<file path="config.mk">
export PLATFORM = sky130hd
export DESIGN_NAME = aes_key_schedule_ctrl_flat
export DESIGN_NICKNAME = d
export VERILOG_FILES = /design/src/rtl/aes_pkg.sv /design/src/rtl/aes_key_schedule_ctrl_if.sv /design/src/rtl/aes_rk_store.sv /design/src/rtl/aes_key_schedule_ctrl.sv /design/src/flat_wrapper.sv
export SDC_FILE = /design/constraint.sdc
export NUM_CORES = 2
export LEC_CHECK = 0
export ABC_CLOCK_PERIOD_IN_PS = 7700
export BUFFER_PORTS_ARGS = -buffer_cell sky130_fd_sc_hd__buf_4
export CAP_MARGIN = 20
export CORE_AREA = 2 2 453 455
export CTS_CLUSTER_SIZE = 40
export DETAILED_ROUTE_END_ITERATION = 6
export DIE_AREA = 0 0 455 457
export GPL_ROUTABILITY_DRIVEN = 0
export PLACE_DENSITY = 0.56
export SYNTH_ARGS = -nofsm -noshare
export SYNTH_HDL_FRONTEND = slang
export SYNTH_SLANG_ARGS = --single-unit
</file>
<file path="constraint.sdc">
create_clock -name clk -period 7.7 [get_ports clk]
set_clock_uncertainty 0.2 [all_clocks]
set_input_delay 0.385 -clock clk [delete_from_list [all_inputs] [get_ports clk]]
set_output_delay 0.385 -clock clk [all_outputs]
set_load 0.005 [all_outputs]
</file>
<file path="src/rtl/aes_pkg.sv">
// Shared definitions for the AES-128 key-schedule controller slice.
//   NUM_ROUNDS / NUM_RKEYS : expansion rounds and number of stored round keys
//   RK_ADDR_W / KEY_W      : round-key index width and key word width
//   ks_state_t             : controller FSM state encoding
package aes_pkg;

    localparam int unsigned NUM_ROUNDS = 10;
    localparam int unsigned NUM_RKEYS  = 11;
    localparam int unsigned RK_ADDR_W  = 4;
    localparam int unsigned KEY_W      = 128;

    typedef logic [KEY_W-1:0]     key_t;
    typedef logic [RK_ADDR_W-1:0] rk_addr_t;

    typedef enum logic [1:0] {
        IDLE  = 2'd0,
        ROUND = 2'd1,
        DONE  = 2'd2
    } ks_state_t;

endpackage

</file>
<file path="src/rtl/aes_key_schedule_ctrl_if.sv">
// Handshake and round-key read bus between the encryption controller (master)
// and the key-schedule controller (slave).
//   start, key_in        : expansion request and cipher key
//   busy, done           : expansion in progress / one-cycle completion pulse
//   keys_valid           : key store holds a complete schedule
//   rk_rd_addr/rk_rd_data: combinational round-key read port
interface aes_key_schedule_ctrl_if;
    import aes_pkg::*;

    logic     start;
    key_t     key_in;
    logic     busy;
    logic     done;
    logic     keys_valid;
    rk_addr_t rk_rd_addr;
    key_t     rk_rd_data;

    modport master (
        output start,
        output key_in,
        output rk_rd_addr,
        input  busy,
        input  done,
        input  keys_valid,
        input  rk_rd_data
    );

    modport slave (
        input  start,
        input  key_in,
        input  rk_rd_addr,
        output busy,
        output done,
        output keys_valid,
        output rk_rd_data
    );

endinterface

</file>
<file path="src/rtl/aes_rk_store.sv">
// Round-key register file: NUM_RKEYS entries of KEY_W bits.
//   clk, rst_n : clock, asynchronous active-low clear of every entry
//   wr_en, wr_addr, wr_data : single write port (out-of-range writes dropped)
//   rd_addr, rd_data        : combinational read, zero for out-of-range index
module aes_rk_store
    import aes_pkg::*;
(
    input  logic     clk,
    input  logic     rst_n,
    input  logic     wr_en,
    input  rk_addr_t wr_addr,
    input  key_t     wr_data,
    input  rk_addr_t rd_addr,
    output key_t     rd_data
);

    localparam rk_addr_t LAST_ADDR = rk_addr_t'(NUM_RKEYS - 1);

    key_t mem [NUM_RKEYS];

    always_ff @(posedge clk or negedge rst_n) begin
        if (!rst_n) begin
            mem <= '{default: '0};
        end else if (wr_en && (wr_addr <= LAST_ADDR)) begin
            mem[wr_addr] <= wr_data;
        end
    end

    always_comb begin
        rd_data = '0;
        if (rd_addr <= LAST_ADDR) begin
            rd_data = mem[rd_addr];
        end
    end

endmodule

</file>
<file path="src/rtl/aes_key_schedule_ctrl.sv">
// AES-128 key-schedule controller. Steps an external single-round key
// expansion datapath through NUM_ROUNDS rounds and keeps round keys 0..10.
//   clk, rst_n        : clock, asynchronous active-low reset
//   bus (slave)       : start/key_in request, busy/done/keys_valid status,
//                       rk_rd_addr/rk_rd_data combinational round-key read
//   kg_key, kg_rc     : previous round key and round-constant index to datapath
//   kg_keyout         : next round key from datapath, valid SBOX_LAT cycles
//                       after kg_key/kg_rc become stable
module aes_key_schedule_ctrl
    import aes_pkg::*;
#(
    parameter int unsigned SBOX_LAT   = 1,
    parameter int unsigned NUM_ROUNDS = aes_pkg::NUM_ROUNDS
) (
    input  logic                     clk,
    input  logic                     rst_n,
    aes_key_schedule_ctrl_if.slave   bus,
    output logic [aes_pkg::KEY_W-1:0] kg_key,
    output logic [3:0]               kg_rc,
    input  logic [aes_pkg::KEY_W-1:0] kg_keyout
);

    localparam logic [2:0] WCNT_INIT = 3'(SBOX_LAT);
    localparam logic [3:0] RC_LAST   = 4'(NUM_ROUNDS - 1);

    ks_state_t  state;
    logic [2:0] wcnt;
    logic       busy_q;
    logic       done_q;
    logic       kv_q;

    logic       capture;
    logic       st_wr_en;
    rk_addr_t   st_wr_addr;
    key_t       st_wr_data;
    key_t       st_rd_data;

    // The datapath output is sampled on the edge where the wait counter has
    // already run down; kg_key/kg_rc stay put until then.
    assign capture = (state == ROUND) && (wcnt == '0);

    // kg_key doubles as the current-key register, kg_rc as the round counter.
    always_ff @(posedge clk or negedge rst_n) begin
        if (!rst_n) begin
            state  <= IDLE;
            wcnt   <= '0;
            busy_q <= 1'b0;
            done_q <= 1'b0;
            kv_q   <= 1'b0;
            kg_key <= '0;
            kg_rc  <= '0;
        end else begin
            done_q <= 1'b0;
            case (state)
                IDLE: begin
                    if (bus.start) begin
                        kg_key <= bus.key_in;
                        kg_rc  <= '0;
                        wcnt   <= WCNT_INIT;
                        kv_q   <= 1'b0;
                        busy_q <= 1'b1;
                        state  <= ROUND;
                    end
                end
                ROUND: begin
                    if (wcnt != '0) begin
                        wcnt <= wcnt - 3'd1;
                    end else begin
                        kg_key <= kg_keyout;
                        if (kg_rc == RC_LAST) begin
                            done_q <= 1'b1;
                            state  <= DONE;
                        end else begin
                            kg_rc <= kg_rc + 4'd1;
                            wcnt  <= WCNT_INIT;
                        end
                    end
                end
                DONE: begin
                    kv_q   <= 1'b1;
                    busy_q <= 1'b0;
                    state  <= IDLE;
                end
                default: begin
                    state  <= IDLE;
                    busy_q <= 1'b0;
                end
            endcase
        end
    end

    // Entry 0 is written with the cipher key on the accept edge; entry rc+1
    // takes each expansion result.
    always_comb begin
        st_wr_en   = 1'b0;
        st_wr_addr = '0;
        st_wr_data = '0;
        if ((state == IDLE) && bus.start) begin
            st_wr_en   = 1'b1;
            st_wr_data = bus.key_in;
        end else if (capture) begin
            st_wr_en   = 1'b1;
            st_wr_addr = kg_rc + 4'd1;
            st_wr_data = kg_keyout;
        end
    end

    aes_rk_store u_store (
        .clk     (clk),
        .rst_n   (rst_n),
        .wr_en   (st_wr_en),
        .wr_addr (st_wr_addr),
        .wr_data (st_wr_data),
        .rd_addr (bus.rk_rd_addr),
        .rd_data (st_rd_data)
    );

    assign bus.busy       = busy_q;
    assign bus.done       = done_q;
    assign bus.keys_valid = kv_q;
    assign bus.rk_rd_data = st_rd_data;

endmodule

</file>
<file path="src/flat_wrapper.sv">
// flat-port wrapper written by rule: the top's interface ports become plain ports
module aes_key_schedule_ctrl_flat import aes_pkg::*;
#(
    parameter int unsigned SBOX_LAT   = 1,
    parameter int unsigned NUM_ROUNDS = aes_pkg::NUM_ROUNDS
)
  (clk, rst_n, kg_key, kg_rc, kg_keyout, bus_start, bus_key_in, bus_rk_rd_addr, bus_busy, bus_done, bus_keys_valid, bus_rk_rd_data);
  aes_key_schedule_ctrl_if bus_i ();
  input  logic clk;
  input  logic rst_n;
  output logic [aes_pkg::KEY_W-1:0] kg_key;
  output logic [3:0] kg_rc;
  input  logic [aes_pkg::KEY_W-1:0] kg_keyout;
  input wire logic [$bits(bus_i.start)-1:0] bus_start;
  input wire logic [$bits(bus_i.key_in)-1:0] bus_key_in;
  input wire logic [$bits(bus_i.rk_rd_addr)-1:0] bus_rk_rd_addr;
  output wire logic [$bits(bus_i.busy)-1:0] bus_busy;
  output wire logic [$bits(bus_i.done)-1:0] bus_done;
  output wire logic [$bits(bus_i.keys_valid)-1:0] bus_keys_valid;
  output wire logic [$bits(bus_i.rk_rd_data)-1:0] bus_rk_rd_data;
  assign bus_i.start = bus_start;
  assign bus_i.key_in = bus_key_in;
  assign bus_i.rk_rd_addr = bus_rk_rd_addr;
  assign bus_busy = bus_i.busy;
  assign bus_done = bus_i.done;
  assign bus_keys_valid = bus_i.keys_valid;
  assign bus_rk_rd_data = bus_i.rk_rd_data;
  aes_key_schedule_ctrl #(.SBOX_LAT(SBOX_LAT), .NUM_ROUNDS(NUM_ROUNDS)) u_core (.clk(clk), .rst_n(rst_n), .bus(bus_i), .kg_key(kg_key), .kg_rc(kg_rc), .kg_keyout(kg_keyout));
endmodule
</file>
==> reports/qor.txt <==
Die Area -> 208000 um^2
fin. max-slew vios -> 0
CP Data Required Time -> 8.25 ns
Avg Vias per Cell -> 5.22
first-pass GRT wire length -> 292 mm
Final setup viols -> 0
total number of vias -> 41806
Cell Int Power -> 0.0228 W
Hold-fix buffers, CTS -> 223
setup TNS -> 0 ns
register area share after synthesis -> 0.549
Netlist cell types -> 50
post-route clock period utilization -> 0.533
Flop pwr share -> 0.393
status -> completed
Core Area -> 203000 um^2
top cell type's share of synthesized area -> 0.549
switching power -> 0.0106 W
cts repair resizes -> 0
yosys synthesis warning count -> 0
vias in the first global route -> 45573
#FFs+latches synth -> 1548
dpl hpwl -> 107 mm
initial antenna violation count -> 6
Slew headroom -> 0.268
io pins -> 526
Max Freq -> 244 MHz
Area contributors post-synth -> dfrtp_1, mux2_2, mux4_2
gr ovfl total -> 0
Cell Pwr Density -> 396 nW/um^2
WHS -> 0.0588 ns
Die Y -> 457 um
commonest non-fill, non-tap cells in the layout -> dfrtp_1, mux2_2, buf_4, mux2i_1, mux4_2
Final Hold Vio Count -> 0
crit path DAT -> 4.65 ns
Initial DRC Count -> 2097
Synth Instances -> 4654
largest net degree at the start of global routing -> 156
crit-path cells -> nor3_4 > and2_4 > buf_4 > a22o_1 > dlygate4sd3_1 > mux2_2
Min-Delay Path Class -> input port to flip-flop
post-CTS setup buffer count -> 0
port bufs -> 525
Synth Cell Area -> 70600 um^2
kind of cell adding the most delay to the critical path -> buffers and inverters
crit-path max FO -> 54
Clock Path Buffers -> 3
RSZ-0062 raised after global routing -> no
Buf/Inv on CP -> 2
commonest non-fill, non-tap cell in the layout -> dfrtp_1
syn_area_per_cell -> 15.2 um^2
Post-synth EDFFs -> 0
Die Width -> 455 um
CP endpoint kind -> flip-flop
R2R setup slack -> 3.59 ns
Clock Sinks -> 1548
# DRC -> 0
crit path launch type -> flip-flop
placed inst area -> 76300 um^2
gr usage total -> 0.184
Finished Cell Area -> 84300 um^2
Worst path slowest cell -> dlygate4sd3_1
First-pass DRT Iterations -> 5
Clk pwr share -> 0.253
sw frac -> 0.316
post-synth top area cell -> dfrtp_1
worst-skew pair later-pin latency -> 0.83 ns
actual slew at the worst max-slew pin -> 1.10 ns
Nets -> 5457
Worst path max stage delay -> 0.83 ns
Clk pin slew, worst setup/hold paths -> 0.06 ns
area grow syn2layout -> 19.4%
dominant synthesized flop cell -> dfrtp_1
Comb pwr share -> 0.354
Peak VDD IR -> 302 uV
layout cell share with drive strength beyond 1 -> 0.469
CTS tree -> yes
standard-cell rows -> 166
Mapped Nets -> 4919
H-tree depth -> 4
Wirelength per Cell -> 24.0 um
total of max-cap violations -> 0
final worst path period need -> 4.11 ns
Final ANT Viol Nets -> 0
clk root buf -> clkbuf_16
starting density of the core -> 0.347
kind of critical path -> flip-flop to flip-flop
leakage -> 39.8 nW
Total Wirelength -> 192 mm
post-synthesis async set-or-reset flop share -> 1.00
total CTS buffers -> 176
## final timing paths
| path | from | end | depth (start not counted) |
|---|---|---|---|
| worst max-delay path | u_core.wcnt[1] | u_core.u_store.mem[448] | 6 |
| worst min-delay path | bus_key_in[63] | u_core.kg_key[63] | 3 |
| worst max register to register | u_core.wcnt[1] | u_core.u_store.mem[448] | 6 |
| worst min register to register | u_core.kg_key[106] | u_core.kg_key[106] | 1 |
| max in group asynchronous | rst_n | u_core.u_store.mem[227] | 5 |
| min in group asynchronous | rst_n | u_core.u_store.mem[1288] | 3 |
## tightest hold or removal path: stages
cell and delay, ns:
buf_4 0.08, a22o_1 0.46, a21o_1 0.13
## cells by family (layout without fill, tap and decap cells)
logic type      after synthesis  in the layout  share of synthesized area
xor+xnor                      5              5                    0.00115
compound gates              535            535                     0.0532
flops                      1548           1548                      0.549
other cells                   0              6                          0
simple gates                167            167                     0.0108
buf+inv                     477           1142                     0.0371
mux                        1920           1920                      0.349
fa+ha+maj                     2              2                   0.000354
## per-stage QoR
step                total power [W]  cells  setup slack [ns]  utilization
finish                       0.0334   8013              3.59        0.415
detailed placement           0.0248   7479              3.65        0.375
CTS                          0.0338   8007              3.59        0.415
floorplan                    0.0210   4654              5.10            -
global route                 0.0353   8009              3.38        0.415
global placement             0.0244   7479              3.66        0.375
## power groups by stage
| stage | Clock (W) | Combinational [W] | Sequential [W] |
|---|---|---|---|
| 2_1_floorplan | 0 | 0.00832 | 0.0127 |
| 3_3_place_gp | 0 | 0.0113 | 0.0131 |
| 3_5_place_dp | 0 | 0.0116 | 0.0132 |
| 4_1_cts | 0.00872 | 0.0120 | 0.0131 |
| 5_1_grt | 0.00907 | 0.0127 | 0.0135 |
| 6_report | 0.00845 | 0.0118 | 0.0131 |
## routing by layer
layer  GRT usage  vias to the layer above  routed length (um)  share of wire
li1            -                    18231                   -              -
met1       0.246                    22519               86900           0.45
met2       0.306                      804               93300           0.49
met3      0.0318                      252                7440          0.039
met4      0.0508                        0                4570          0.024
met5           0                        -                   0              0
## layout make-up
| cell class | instances | area (um^2) |
|---|---|---|
| Tap cell | 2688 | 3360 |
| Multi-Input combinational cell | 2629 | 29300 |
| Fill cell | 18632 | 119000 |
| Clock buffer | 251 | 5120 |
| Antenna cell | 6 | 15.0 |
| Sequential cell | 1548 | 38700 |
| Clock inverter | 54 | 691 |
| Timing Repair Buffer | 832 | 7060 |
| Inverter | 5 | 18.8 |
## state kept, by name (all words and copies together) (netlist names)
signal and cells:
u_core.u_store.mem 1408, u_core.kg_key 128, u_core.kg_rc 4, u_core.wcnt 3
u_core.state 2, u_core.bus.busy 1, u_core.bus.done 1, u_core.bus.keys_valid 1
## Yosys cell counts, drive strengths merged, types with 6 or more instances
cell type	n
o21ai	6
mux4	256
mux2	1408
a21o	130
mux2i	256
clkbuf	127
nor2	135
dfrtp	1548
a22o	129
o22ai	129
buf	345
a21oi	131
No activity file was read; power rests on OpenSTA's default activity.
